### config.mk
export PLATFORM = sky130hd
export DESIGN_NAME = axi_rd_arbiter
export DESIGN_NICKNAME = d
export VERILOG_FILES = /design/src/rtl/axi_rd_arbiter.sv
export SDC_FILE = /design/constraint.sdc
export NUM_CORES = 1
export LEC_CHECK = 0
export BUFFER_PORTS_ARGS = -buffer_cell sky130_fd_sc_hd__buf_2
export CAP_MARGIN = 20
export CORE_AREA = 2 2 144 146
export DETAILED_ROUTE_END_ITERATION = 6
export DIE_AREA = 0 0 146 148
export PLACE_DENSITY_LB_ADDON = 0.3
export REMOVE_ABC_BUFFERS = 1
export SKIP_LAST_GASP = 1
export SLEW_MARGIN = 30
export SYNTH_ARGS = -nofsm -noshare
export SYNTH_HDL_FRONTEND = slang
export SYNTH_SLANG_ARGS = --single-unit
### constraint.sdc
create_clock -name clk -period 2.69 [get_ports clk]
set_clock_uncertainty 0.05 [all_clocks]
set_input_delay 0.1345 -clock clk [delete_from_list [all_inputs] [get_ports clk]]
set_output_delay 0.1345 -clock clk [all_outputs]
set_load 0.1 [all_outputs]
### src/rtl/axi_rd_arbiter.sv
// 2:1 AXI4 read-channel arbiter: one burst in flight, R routed back to the owner, beat count checked against arlen.
// Build option RD_ARB_DC_PRIO_EN: fixed priority for s1 (D-cache); otherwise round-robin between s0 and s1.
module axi_rd_arbiter #(
  parameter int ADDR_W = 32,
  parameter int DATA_W = 64
) (
  input  logic              clk,
  input  logic              reset,
  // requester 0 (I-cache refill)
  input  logic              s0_arvalid,
  output logic              s0_arready,
  input  logic [ADDR_W-1:0] s0_araddr,
  input  logic [7:0]        s0_arlen,
  input  logic [2:0]        s0_arsize,
  input  logic [1:0]        s0_arburst,
  input  logic [3:0]        s0_arcache,
  input  logic [2:0]        s0_arprot,
  output logic              s0_rvalid,
  input  logic              s0_rready,
  output logic [DATA_W-1:0] s0_rdata,
  output logic [1:0]        s0_rresp,
  output logic              s0_rlast,
  // requester 1 (D-cache refill)
  input  logic              s1_arvalid,
  output logic              s1_arready,
  input  logic [ADDR_W-1:0] s1_araddr,
  input  logic [7:0]        s1_arlen,
  input  logic [2:0]        s1_arsize,
  input  logic [1:0]        s1_arburst,
  input  logic [3:0]        s1_arcache,
  input  logic [2:0]        s1_arprot,
  output logic              s1_rvalid,
  input  logic              s1_rready,
  output logic [DATA_W-1:0] s1_rdata,
  output logic [1:0]        s1_rresp,
  output logic              s1_rlast,
  // memory side
  output logic              m_arvalid,
  input  logic              m_arready,
  output logic [ADDR_W-1:0] m_araddr,
  output logic [7:0]        m_arlen,
  output logic [2:0]        m_arsize,
  output logic [1:0]        m_arburst,
  output logic [3:0]        m_arcache,
  output logic [2:0]        m_arprot,
  input  logic              m_rvalid,
  output logic              m_rready,
  input  logic [DATA_W-1:0] m_rdata,
  input  logic [1:0]        m_rresp,
  input  logic              m_rlast,
  // status
  output logic              grant_id,
  output logic              err_len
);

  // state | meaning
  // IDLE  | no owner; arbitrate among pending requesters
  // ADDR  | owner's AR presented on m; waiting for m_arready
  // DATA  | R beats routed to owner until the rlast handshake
  typedef enum logic [1:0] {
    IDLE = 2'd0,
    ADDR = 2'd1,
    DATA = 2'd2
  } state_t;

  state_t     state;
  state_t     state_nxt;
  logic [7:0] len_q;
  logic [7:0] beat_cnt;
  logic       in_addr;
  logic       in_data;
  logic       any_req;
  logic       win;
  logic       r_hs;
  logic       ar_hs;

  assign in_addr = (state == ADDR);
  assign in_data = (state == DATA);
  assign any_req = s0_arvalid | s1_arvalid;
  assign ar_hs   = in_addr & m_arready;
  assign r_hs    = in_data & m_rvalid & m_rready;

`ifdef RD_ARB_DC_PRIO_EN
  assign win = s1_arvalid;
`else
  // last_q holds the requester served most recently; resets to s1 so s0 wins the first tie.
  logic last_q;

  always_ff @(posedge clk or posedge reset) begin
    if (reset) begin
      last_q <= 1'b1;
    end else if (r_hs && m_rlast) begin
      last_q <= grant_id;
    end
  end

  assign win = (s0_arvalid && s1_arvalid) ? ~last_q : s1_arvalid;
`endif

  always_comb begin
    state_nxt = state;
    case (state)
      IDLE:    if (any_req) state_nxt = ADDR;
      ADDR:    if (m_arready) state_nxt = DATA;
      DATA:    if (r_hs && m_rlast) state_nxt = IDLE;
      default: state_nxt = IDLE;
    endcase
  end

  always_ff @(posedge clk or posedge reset) begin
    if (reset) begin
      state    <= IDLE;
      grant_id <= 1'b0;
      len_q    <= 8'd0;
      beat_cnt <= 8'd0;
    end else begin
      state <= state_nxt;
      if (state == IDLE && any_req) begin
        grant_id <= win;
      end
      if (ar_hs) begin
        len_q    <= m_arlen;
        beat_cnt <= 8'd0;
      end else if (r_hs) begin
        beat_cnt <= beat_cnt + 8'd1;
      end
    end
  end

  // AR channel: payload only leaves the block while in ADDR.
  always_comb begin
    m_arvalid  = in_addr;
    m_araddr   = '0;
    m_arlen    = '0;
    m_arsize   = '0;
    m_arburst  = '0;
    m_arcache  = '0;
    m_arprot   = '0;
    s0_arready = 1'b0;
    s1_arready = 1'b0;
    if (in_addr) begin
      if (grant_id) begin
        m_araddr   = s1_araddr;
        m_arlen    = s1_arlen;
        m_arsize   = s1_arsize;
        m_arburst  = s1_arburst;
        m_arcache  = s1_arcache;
        m_arprot   = s1_arprot;
        s1_arready = m_arready;
      end else begin
        m_araddr   = s0_araddr;
        m_arlen    = s0_arlen;
        m_arsize   = s0_arsize;
        m_arburst  = s0_arburst;
        m_arcache  = s0_arcache;
        m_arprot   = s0_arprot;
        s0_arready = m_arready;
      end
    end
  end

  // R channel: the owner sees the memory beat unchanged, the other side sees nothing.
  always_comb begin
    m_rready  = 1'b0;
    s0_rvalid = 1'b0;
    s0_rdata  = '0;
    s0_rresp  = '0;
    s0_rlast  = 1'b0;
    s1_rvalid = 1'b0;
    s1_rdata  = '0;
    s1_rresp  = '0;
    s1_rlast  = 1'b0;
    if (in_data) begin
      if (grant_id) begin
        m_rready  = s1_rready;
        s1_rvalid = m_rvalid;
        s1_rdata  = m_rdata;
        s1_rresp  = m_rresp;
        s1_rlast  = m_rlast;
      end else begin
        m_rready  = s0_rready;
        s0_rvalid = m_rvalid;
        s0_rdata  = m_rdata;
        s0_rresp  = m_rresp;
        s0_rlast  = m_rlast;
      end
    end
  end

  // beat_cnt counts beats already taken, so the final beat of a correct burst sees beat_cnt == arlen.
  always_comb begin
    err_len = 1'b0;
    if (r_hs) begin
      err_len = m_rlast ? (beat_cnt != len_q) : (beat_cnt == len_q);
    end
  end

endmodule

Word level (Yosys, flattened, before mapping)

Cells that the tools add are included.
W data, S select, Z words.

Add/sub/neg operators: 1
Equality and inequality tests: 7
Multiplexer cells: 43
Bitwise logic cells: 5
Reduce and logical (&&, ||, !) cells: 6

Operator list:

| kind                  | number |
|---|---|
| $mux W64              | 4 |
| $mux W32              | 2 |
| $mux W8               | 4 |
| $mux W2               | 9 |
| $mux W1               | 17 |
| $mux W3               | 4 |
| $add A8 B1 Y8 const B | 1 |
| $eq A8 B8 Y1          | 1 |
| $mux W4               | 2 |
| $ne A8 B8 Y1          | 1 |
| $pmux W2 S3           | 1 |
| $ne A2 B2 Y1 const B  | 2 |
| $and A1 B1 Y1         | 3 |
| $logic_and A1 B1 Y1   | 3 |
| $reduce_and A3 Y1     | 1 |
| $eq A2 B1 Y1 const B  | 1 |
| $eq A2 B2 Y1 const B  | 1 |
| $logic_not A2 Y1      | 1 |
| $ne A2 B1 Y1 const B  | 1 |
| $reduce_bool A2 Y1    | 1 |
| $not A1 Y1            | 1 |
| $or A1 B1 Y1          | 1 |

Flip-flop bits (word level): 20
Input bits: 179
Output and inout port bits: 194
Logic and storage cells: 67

Logic depth before layout (Yosys ltp)

Gate-level depths: netlist of the first run.

Depth in word-level cells: 6
Gate-level depth with buffers: 7
Gate-level depth less buffers: 5

Worst setup path after synthesis of the first run

Ideal clock, no wire load.

Kind: flip-flop to output port
From: register grant_id
To: output port err_len
Arrival: 3.678 ns
Data required time: 2.506 ns
Slack: -1.172 ns
Cell stages (with the launch flop): 4
Buffers on the path: 0
Cells stage by stage: dfrtp_1 mux2i_2 nor2_2 a21boi_0

Word-level cells in the longest chain between the ends: 4

RTL lines:

| element                | RTL line | source |
|---|---|---|
| start, declared        | 52       | `output logic grant_id,` |
| start signal, assigned | 119      | `grant_id <= win;` |
| $mux W1                | 174      | `if (grant_id) begin` |
| $mux W1                | 173      | `if (in_data) begin` |
| $and A1 B1 Y1          | 81       | `assign r_hs = in_data & m_rvalid & m_rready;` |
| $mux W1                | 193      | `if (r_hs) begin` |
| end, declared          | 53       | `output logic err_len` |

No other way between the ends.

Worst setup path after layout of the first run

From: register grant_id
To: output port m_arlen[3]

Word-level cells in the longest chain between the ends: 2

RTL lines:

| element       | RTL line | source |
|---|---|---|
| $mux W8       | 142      | `if (grant_id) begin` |
| $mux W8       | 141      | `if (in_addr) begin` |
| end, declared | 41       | `output logic [7:0] m_arlen,` |

No other way between the ends.

==> qor.csv, run 1 <==
metric;value;unit
Core Util, Final;29.8;%
Worst IR Drop VDD;0.000912;V
Rel. slew slack;50.0;%
WP data arrival;2010;ps
Max Cap Viol;0;
post-DP HPWL;12900;um
reg2reg start;grant_id$_DFFE_PP0P_;
total detailed-routing wirelength;15000;um
vias in the first global route;3508;
Yosys reg bits;20;
Final Setup Violations;0;
Synth cell types;28;
Post-DRT Antenna Nets;0;
Final Hold Fails;0;
DR vias;3804;
period utilisation layout;81.7;%
DR pass1 iterations;4;
Die Span X;146;um
Static Leak;3.26;nW
layout filler cell count;2181;
Placer Congestion;0.764;
clk root buf;clkbuf_16;
register area;505;um^2
CP endpoint;m_arlen[3];
Clock Tree Buf Depth;2;
number of synthesized flops with an enable pin;0;
largest net degree at the start of global routing;69;
Slowest-stage cell, CP;dfrtp_4;
total die area;0.0216;mm^2
R2R Path End;beat_cnt[6]$_DFFE_PP0P_;
Clk pin slew, worst setup/hold paths;50;ps
nets;907;
Hold Slack;65.8;ps
CORE AREA;0.0200;mm^2
status;finished clean;
layout cell share with drive strength beyond 1;54.0;%
Power Dens Cells;1390;mW/mm^2
initial antenna violation count;3;
RSZ-0062 raised after global routing;no;
post-synthesis sequential area ratio;18.7;%
DRC Markers;0;
Die Y;148;um
cell accounting for the most synthesized area;and2_1;
required time worst endpoint;2510;ps
critical path startpoint;grant_id$_DFFE_PP0P_;
r2r setup slk;880;ps
f_max;0.455;GHz
Cell Chain, Critical Path;buf_12 > mux2i_1 > nor2_1 > buf_2;
Core Rows;52;
max-slew violation count;0;
first-pass GRT wire length;21300;um
hold buffer count at CTS;1;
initial DRC count;85;
Resized cells post-CTS;0;
GRT overflow;0;
Yosys top cell area share;32.2;%
drt via density;3.81;
post-synth design cell area;0.00268;mm^2
worst skew pair latency;250;ps
Global Route Usage Sum;12.6;%
WS Path Type;flop to output port;
I/O pin total;373;
Synth Flop Type;dfrtp_1;
Initial Util;13.4;%
crit-path max cell delay;630;ps
post-DR wirelength/cell;15.1;um
Post-CTS Setup Bufs;0;
Area growth syn-to-layout;123;%
critical path endpoint category;output port;
CTS sink cnt;20;
hold crit path type;input pin to flop;
Worst R2R Path Depth;5;
CTS Buf Count;3;
TritonCTS clock tree;built;
H-tree depth;1;
post-layout min period;2200;ps
CP Max Fanout;33;
Yosys warning count;0;
Syn Area/Cell;7.22;um^2
ys async rst share;100;%
Worst-Margin Slew;748;ps
I/O Buffers;372;
CP startpoint kind;flop;
count leader, synth;and2_1;
Area contributors post-synth;and2_1 32%, mux2i_1 20%, dfrtp_1 18%;
Multi-input gate area;0.00206;mm^2
post-synthesis cell count;371;
commonest cells in the netlist;138 x and2_1, 63 x nor2_1, 54 x mux2i_1;
==> routing by layer <==
metal | part of all wire, % | track usage, % | vias to the layer above
met4 | 0.86 | 1.75 | 0
met2 | 52 | 24.3 | 232
met1 | 40 | 15.1 | 1664
li1 | - | - | 1898
met3 | 6.7 | 1.76 | 10
met5 | 0 | 0 | -
==> placed cells by master, fill, tap and decap left out, types with 2 or more instances in the layout <==
master / n
buf_2: 306
and2_1: 138
buf_12: 69
nor2_1: 61
mux2i_1: 54
dfrtp_1: 18
nand2_1: 15
xnor2_1: 13
o21ai_0: 11
nand4_1: 5
buf_4: 5
inv_1: 3
clkbuf_16: 3
diode_2: 2
nand3_1: 2
nor3_1: 2
nor4b_1: 2
nor2_4: 2
==> sequential cells by signal, indices dropped and copies added (netlist names) <==
signal and flops:
last_q 1, beat_cnt 8, grant_id 1, len_q 8, state 2
==> critical path, delay by kind of cell, from the launching register on <==
kind          cells  cell delay (ps)
mux               1              430
buf+inv           2              580
simple gates      1               70
flops             1              630
==> power by group <==
group,total [mW],switching [mW],internal [mW]
Sequential,0.560,0.153,0.406
Clock,0.334,0.107,0.227
Combinational,7.38,5.77,1.61
==> area by class of cell <==
cell class / count / share of cell area (%)
timing repair buffer: 381 / 49.6
tap: 270 / 5.66
clock buffer: 4 / 1.49
multi-input combinational: 318 / 34.5
sequential: 20 / 8.47
inverter: 3 / 0.189
antenna: 2 / 0.0839
==> kinds of logic (layout without fill, tap and decap cells) <==
logic type,count (synthesis),in the layout,share of synthesized area (%)
compound gates,15,15,3.18
xor+xnor,13,13,4.25
fa+ha+maj,1,1,0.467
buf+inv,33,388,5.05
flops,20,20,18.7
other cells,0,2,0
simple gates,233,233,47.2
mux,56,56,21.1
==> worst min-delay path by stage <==
| stage | start | to | slack [ps] | cells after the start |
|---|---|---|---|---|
| after floorplan | reset | beat_cnt[0]$_DFFE_PP0P_ | 50 | 1 |
| after global placement | reset | len_q[6]$_DFFE_PP0P_ | 260 | 2 |
| after CTS | m_arready | state[0]$_DFFE_PP0P_ | 60 | 2 |
| after detailed placement | reset | len_q[4]$_DFFE_PP0P_ | 260 | 2 |
| after global routing | m_arready | state[0]$_DFFE_PP0P_ | 90 | 2 |
| final | m_arready | state[0]$_DFFE_PP0P_ | 70 | 2 |
==> per-stage QoR <==
stage / setup TNS, ps / instances / cell area (um^2) / power (mW) / worst slack, ps
after floorplan: -427990 / 341 / 2550 / 6.32 / -2910
after global placement: 0 / 991 / 5860 / 7.99 / 663
after detailed placement: 0 / 991 / 5860 / 8.00 / 641
after CTS: 0 / 996 / 5960 / 8.35 / 359
after global routing: 0 / 996 / 5960 / 8.57 / 326
final: 0 / 998 / 5970 / 8.28 / 493
Note: power is estimated with default switching activity, not from simulation.
==> run 2: changes to the inputs <==
==> constraint.sdc (replaced) <==
create_clock -name clk -period 1.85 [get_ports clk]
set_clock_uncertainty 0.05 [all_clocks]
set_input_delay 0.0925 -clock clk [delete_from_list [all_inputs] [get_ports clk]]
set_output_delay 0.0925 -clock clk [all_outputs]
set_load 0.1 [all_outputs]
==> run 2 against run 1 <==
- the run now ends with negative setup slack left
- global-route usage rose by 1.7 points
- power rose by 86%
- via count rose by 4.7%
- register-to-register slack got worse by 670 ps
- setup slack got worse by 540 ps
- sequential cell count did not move
- critical path depth rose by 1
- routed wire length rose by 12%
- sequential share of layout area fell by 2.4 points
- sequential power rose by 30%
- hold slack got worse by 54 ps
- clock power rose by 46%
- critical endpoint is now err_len
==> qor.csv, run 2 (synthesized netlist as in run 1, its figures left out) <==
metric;value;unit;change
status;finished with violations;;
violated checks;negative setup slack;;
total detailed-routing wirelength;16900;um;+12%
max-slew violation count;0;;unchanged
Area growth syn-to-layout;211;%;
total die area;0.0216;mm^2;unchanged
most common cell after layout, fill and taps aside;buf_12;;
Initial Util;13.4;%;unchanged
most frequent cells in the layout;196 x buf_12, 180 x buf_2, 118 x and2_1, 54 x nor2_1, 52 x mux2i_1;;
GRT overflow;0;;unchanged
post-DP HPWL;14000;um;+8.0%
first-pass GRT wire length;24000;um;+13%
Pint;5.93;mW;+160%
Max Cap Viol;0;;unchanged
Placer Congestion;0.773;;+1.2%
min-delay src;m_arready;;
clk root buf;clkbuf_16;;
fin area;0.00832;mm^2;+39%
critical path startpoint;grant_id$_DFFE_PP0P_;;
Global Route Usage Sum;14.3;%;+1.7 points
net switching power;9.45;mW;+56%
post-layout min period;1890;ps;
RSZ-0062 raised after global routing;yes;;
DRC Markers;0;;unchanged
register area;507;um^2;+0.25%
vias in the first global route;3969;;+13%
worst skew pair latency;250;ps;about the same
initial DRC count;83;;-2.4%
post-DR wirelength/cell;16.4;um;+9.0%
sw frac;61.4;%;-11 points
initial antenna violation count;3;;unchanged
Die Span X;146;um;unchanged
Worst IR Drop VDD;0.00123;V;+34%
nets;938;;+3.4%
required time worst endpoint;1710;ps;-800 ps
H-tree depth;1;;unchanged
share of power burned in the clock network;3.2;%;-0.8 points
worst slack, placed;94.9;ps;-547 ps
Die Y;148;um;unchanged
DR pass1 iterations;4;;unchanged
Inst Count DP;997;;+0.61%
WP data arrival;1750;ps;-260 ps
drt via density;3.87;;+1.6%
Final Setup Violations;31;;+31
layout cell share with drive strength beyond 1;60.0;%;+6.0 points
CORE AREA;0.0200;mm^2;unchanged
final setup margin;-43.9;ps;-537 ps
Static Leak;3.89;nW;+19%
CP startpoint kind;flop;;
Final Hold Fails;0;;unchanged
Seq pwr share;4.7;%;-2.1 points
Gate power share;92.1;%;+2.9 points
Worst-Margin Slew;756;ps;+7.05 ps
I/O pin total;373;;unchanged
period utilisation layout;102;%;
Power Dens Cells;1850;mW/mm^2;+33%
I/O Buffers;372;;unchanged
Multi-input gate area;0.00214;mm^2;+4.0%
Clk pin slew, worst setup/hold paths;50;ps;about the same
Finished Layout Cells;1029;;+3.1%
CTS Buf Count;3;;unchanged
Rel. slew slack;49.6;%;-0.47 points
CTS sink cnt;20;;unchanged
f_max;0.528;GHz;
Post-DRT Antenna Nets;0;;unchanged
TritonCTS clock tree;built;;
hold crit path type;input pin to flop;;
Top Registers;beat_cnt (8), len_q (8), state (2);;
reg2reg start;grant_id$_DFFE_PP0P_;;
layout filler cell count;1954;;-10%
PnR Total Power;15.4;mW;+86%
largest net degree at the start of global routing;69;;unchanged
DR vias;3984;;+4.7%
Fin Setup TNS;-274;ps;-274 ps
critical path endpoint category;output port;;
WS Path Type;flop to output port;;
Clock Tree Buf Depth;2;;unchanged
Placed Area;0.00783;mm^2;+33%
CP Max Fanout;7;;-79%
Core Rows;52;;unchanged
-- run 2: cell types whose count changed in the layout (fill, tap and decap cells not counted), moves of 2 or more --
cell	delta
and2_1	-20
buf_16	+4
nor2_1	-7
clkbuf_16	+3
and2_4	+20
buf_12	+127
nor2_2	+7
mux2i_2	+2
buf_4	+23
buf_2	-126
mux2i_1	-2
-- run 2: stage by stage --
step | util (%) | hold WS [ps]
2_1_floorplan | - | 5.59
3_3_place_gp | 39.0 | 211
3_5_place_dp | 39.0 | 221
4_1_cts | 40.4 | 12.7
5_1_grt | 41.5 | 25.9
6_report | 41.5 | 11.8
-- run 2: power groups by stage --
stage	sequential, mW	clock, mW	combinational [mW]
global placement	0.741	0	13.5
CTS	0.732	0.496	13.8
floorplan	0.914	0	7.70
detailed placement	0.752	0	13.5
finish	0.730	0.487	14.2
global route	0.750	0.518	14.6
-- run 2: cell type report --
cell class	count	area share (%)
well taps	270	4.06
inverters	3	0.135
multi-input cells	318	25.7
flip-flops and latches	20	6.09
clock buffers	4	1.07
diodes	2	0.0602
repair buffers	412	62.9
-- run 2: per-layer routing --
layer | vias to the layer above | global-route usage, % | wire (um)
met3 | 12 | 3.80 | 1390
li1 | 1963 | - | -
met5 | - | 0 | 16
met1 | 1777 | 16.1 | 6330
met4 | 2 | 3.40 | 264
met2 | 230 | 26.9 | 8870
-- run 2: path summary, 6_finish.rpt --
check                                                to  slack, ps  cells after the start
worst max-delay path                            err_len        -40                      5
worst min-delay path               state[0]$_DFFE_PP0P_         10                      2
worst max register to register  beat_cnt[4]$_DFFE_PP0P_        210                      5
worst min register to register     len_q[2]$_DFFE_PP0P_        460                      2
max in group asynchronous          grant_id$_DFFE_PP0P_        720                      3
min in group asynchronous          len_q[7]$_DFFE_PP0P_        480                      3
-- run 2: worst max-delay path, stage by stage, from the launching register on --
cell and delay (ps):
dfrtp_4 520, mux2i_2 430, nor2_2 110, a21boi_1 150
buf_4 140, buf_12 150
-- run 2: what timing repair did --
action / CTS / global route
hold buffers: 1 / 0
pin swaps: 9 / 1
setup endpoints to repair: 159 / 65
gates cloned: 2 / 3
hold endpoints to repair: 19 / 0
gates resized for setup: 11 / 26
setup buffers: 10 / 10
==> run 3: changes to the inputs <==
--- a/config.mk
+++ b/config.mk
@@ -6,10 +6,11 @@
 export NUM_CORES = 1
 export LEC_CHECK = 0
 export BUFFER_PORTS_ARGS = -buffer_cell sky130_fd_sc_hd__buf_2
-export CAP_MARGIN = 20
+export CAP_MARGIN = 40
 export CORE_AREA = 2 2 144 146
 export DETAILED_ROUTE_END_ITERATION = 6
 export DIE_AREA = 0 0 146 148
+export GPL_TIMING_DRIVEN = 0
 export PLACE_DENSITY_LB_ADDON = 0.3
 export REMOVE_ABC_BUFFERS = 1
 export SKIP_LAST_GASP = 1
==> run 3 against run 2 <==
- count of clock-buffer cells in the layout unchanged
- utilization decreased by 1.6 points
- first-iteration DRC count decreased by 17%
- via count increased by 7.8%
- combinational power decreased by 4%
- register-to-register slack got worse by 50 ps
- the flow still finishes with violations (negative setup slack)
- non-clock buffer count increased by 9
- setup slack got worse by 55 ps
- largest cell class unchanged
- power decreased by 3.4%
- maximum frequency decreased by 2.8%
- final cell count increased by 1.3%
- sequential cell count unchanged
==> qor.csv, run 3 (synthesized netlist as in run 1, its figures left out) <==
metric;value;unit;change
DR vias;4293;;+7.8%
Worst IR Drop VDD;0.00133;V;+8.7%
total detailed-routing wirelength;20000;um;+19%
Post-DRT Antenna Nets;0;;unchanged
first-pass GRT wire length;25300;um;+5.4%
worst skew pair latency;250;ps;about the same
largest net degree at the start of global routing;46;;-33%
post-DP HPWL;12200;um;-13%
H-tree depth;1;;unchanged
post-DR wirelength/cell;19.2;um;+17%
initial DRC count;69;;-17%
Max Cap Viol;0;;unchanged
Pint;5.22;mW;-12%
cell family with most CP delay;buffers and inverters;;
I/O pin total;373;;unchanged
RSZ-0062 raised after global routing;yes;;
Power Dens Cells;1860;mW/mm^2;+0.41%
Inst Count DP;986;;-1.1%
share of power burned in the clock network;3.1;%;about the same
hold crit path type;input pin to flop;;
Gate power share;91.6;%;-0.5 points
CTS Buf Count;3;;unchanged
clk root buf;clkbuf_16;;
CP startpoint kind;flop;;
Seq pwr share;5.3;%;+0.6 points
most frequent CP cell;buf_12;;
initial antenna violation count;4;;+1
DRC Markers;0;;unchanged
status;finished with violations;;
Final Hold Fails;0;;unchanged
DR pass1 iterations;4;;unchanged
most frequent cells in the layout;182 x buf_2, 121 x buf_12, 109 x and2_4, 60 x nor2_1, 49 x mux2i_1;;
post-layout min period;1950;ps;+55.5 ps
Multi-input gate area;0.00251;mm^2;+17%
period utilisation layout;105;%;+3.0 points
CORE AREA;0.0200;mm^2;unchanged
Top Registers;beat_cnt (8), len_q (8), state (2);;
TritonCTS clock tree;built;;
most common cell after layout, fill and taps aside;buf_2;;
crit-path max cell delay;520;ps;about the same
violated checks;negative setup slack;;
Initial Util;13.4;%;unchanged
total die area;0.0216;mm^2;unchanged
nets;952;;+1.5%
layout filler cell count;1944;;-0.51%
Static Leak;3.89;nW;about the same
Clock Tree Buf Depth;2;;unchanged
Slowest-stage cell, CP;dfrtp_4;;
max-slew violation count;0;;unchanged
Area growth syn-to-layout;199;%;
f_max;0.513;GHz;-2.8%
Final Setup Violations;103;;+230%
Core Rows;52;;unchanged
sw frac;64.8;%;+3.4 points
required time worst endpoint;1710;ps;about the same
net switching power;9.63;mW;+2.0%
critical path endpoint category;output port;;
CTS sink cnt;20;;unchanged
CP Max Fanout;7;;unchanged
vias in the first global route;4024;;+1.4%
Die Span X;146;um;unchanged
PnR Total Power;14.9;mW;-3.4%
CP bufs+invs;5;;+3
WP data arrival;1810;ps;+60 ps
I/O Buffers;372;;unchanged
Placer Congestion;0.759;;-1.9%
layout cell share with drive strength beyond 1;73.5;%;+14 points
Worst-Margin Slew;494;ps;-262 ps
drt via density;4.12;;+6.4%
Finished Layout Cells;1042;;+1.3%
Global Route Usage Sum;15.3;%;+1.0 points
Cell Chain, Critical Path;clkinvlp_4 > nor2_4 > buf_12 > buf_12 > clkbuf_16 > and2_4 > buf_12;;
Rel. slew slack;67.3;%;+18 points
Clk pin slew, worst setup/hold paths;60;ps;about the same
register area;514;um^2;+1.5%
Die Y;148;um;unchanged
GRT overflow;0;;unchanged
WS Path Type;flop to output port;;
final setup margin;-99.4;ps;-55.5 ps
## run 3: power groups by stage
stage / Sequential, mW / Clock, mW / Combinational [mW]
after detailed placement: 0.874 / 0 / 9.92
after global routing: 0.816 / 0.487 / 14.0
after CTS: 0.780 / 0.465 / 12.1
after global placement: 0.943 / 0 / 9.14
final: 0.791 / 0.455 / 13.6
after floorplan: 0.914 / 0 / 7.70
## run 3: timing repair
item	CTS	global route
setup buffers	17	19
endpoints found under the hold margin	19	0
hold buffers	1	0
pin swaps	4	35
resized for setup	482	276
endpoints found under the setup margin	206	188
cloned	6	9
## run 3: area by class of cell
class                   count  area share (%)
diodes                      1          0.0313
well taps                 270            4.22
repair buffers            421            56.8
multi-input cells         323            31.3
inverters                   3           0.188
clock buffers               4           0.985
flip-flops and latches     20            6.42
## run 3: stage by stage
stage | setup WS [ps] | instance area (um^2) | hold WS, ps | TNS (ps) | utilization, %
6_report | -99.4 | 8010 | 50.5 | -4320 | 39.9
5_1_grt | -144 | 8000 | 52.2 | -10070 | 39.9
4_1_cts | -113 | 6910 | 37.9 | -7650 | 34.5
3_5_place_dp | -538 | 4860 | 227 | -43770 | 24.3
3_3_place_gp | -4410 | 4750 | 226 | -688290 | 23.7
2_1_floorplan | -3710 | 2550 | 5.59 | -598420 | -
## run 3: worst paths after layout
| check | from | to | slack (ps) | cells after the start |
|---|---|---|---|---|
| max | grant_id$_DFFE_PP0P_ | s1_rdata[6] | -100 | 7 |
| min | m_arready | state[0]$_DFFE_PP0P_ | 50 | 2 |
| max reg2reg | state[0]$_DFFE_PP0P_ | beat_cnt[6]$_DFFE_PP0P_ | 160 | 5 |
| min reg2reg | len_q[6]$_DFFE_PP0P_ | len_q[6]$_DFFE_PP0P_ | 460 | 2 |
| max in group asynchronous | reset | last_q$_DFFE_PP1P_ | 970 | 4 |
| min in group asynchronous | reset | len_q[4]$_DFFE_PP0P_ | 280 | 3 |
## run 3: worst register-to-register path, stage by stage, from the launching register on
cell and delay (ps):
dfrtp_2 450, nand3b_1 260, buf_4 200, nor4b_1 390, xnor2_1 160, nor2_1 50
## run 3: per-layer routing
metal  vias up  routed length, um  global-route usage (%)
li1       2009                  -                       -
met1      1988               7430                    16.8
met2       256              10700                    29.3
met3        36               1290                    3.33
met4         4                633                    4.85
met5         -                 30                       0
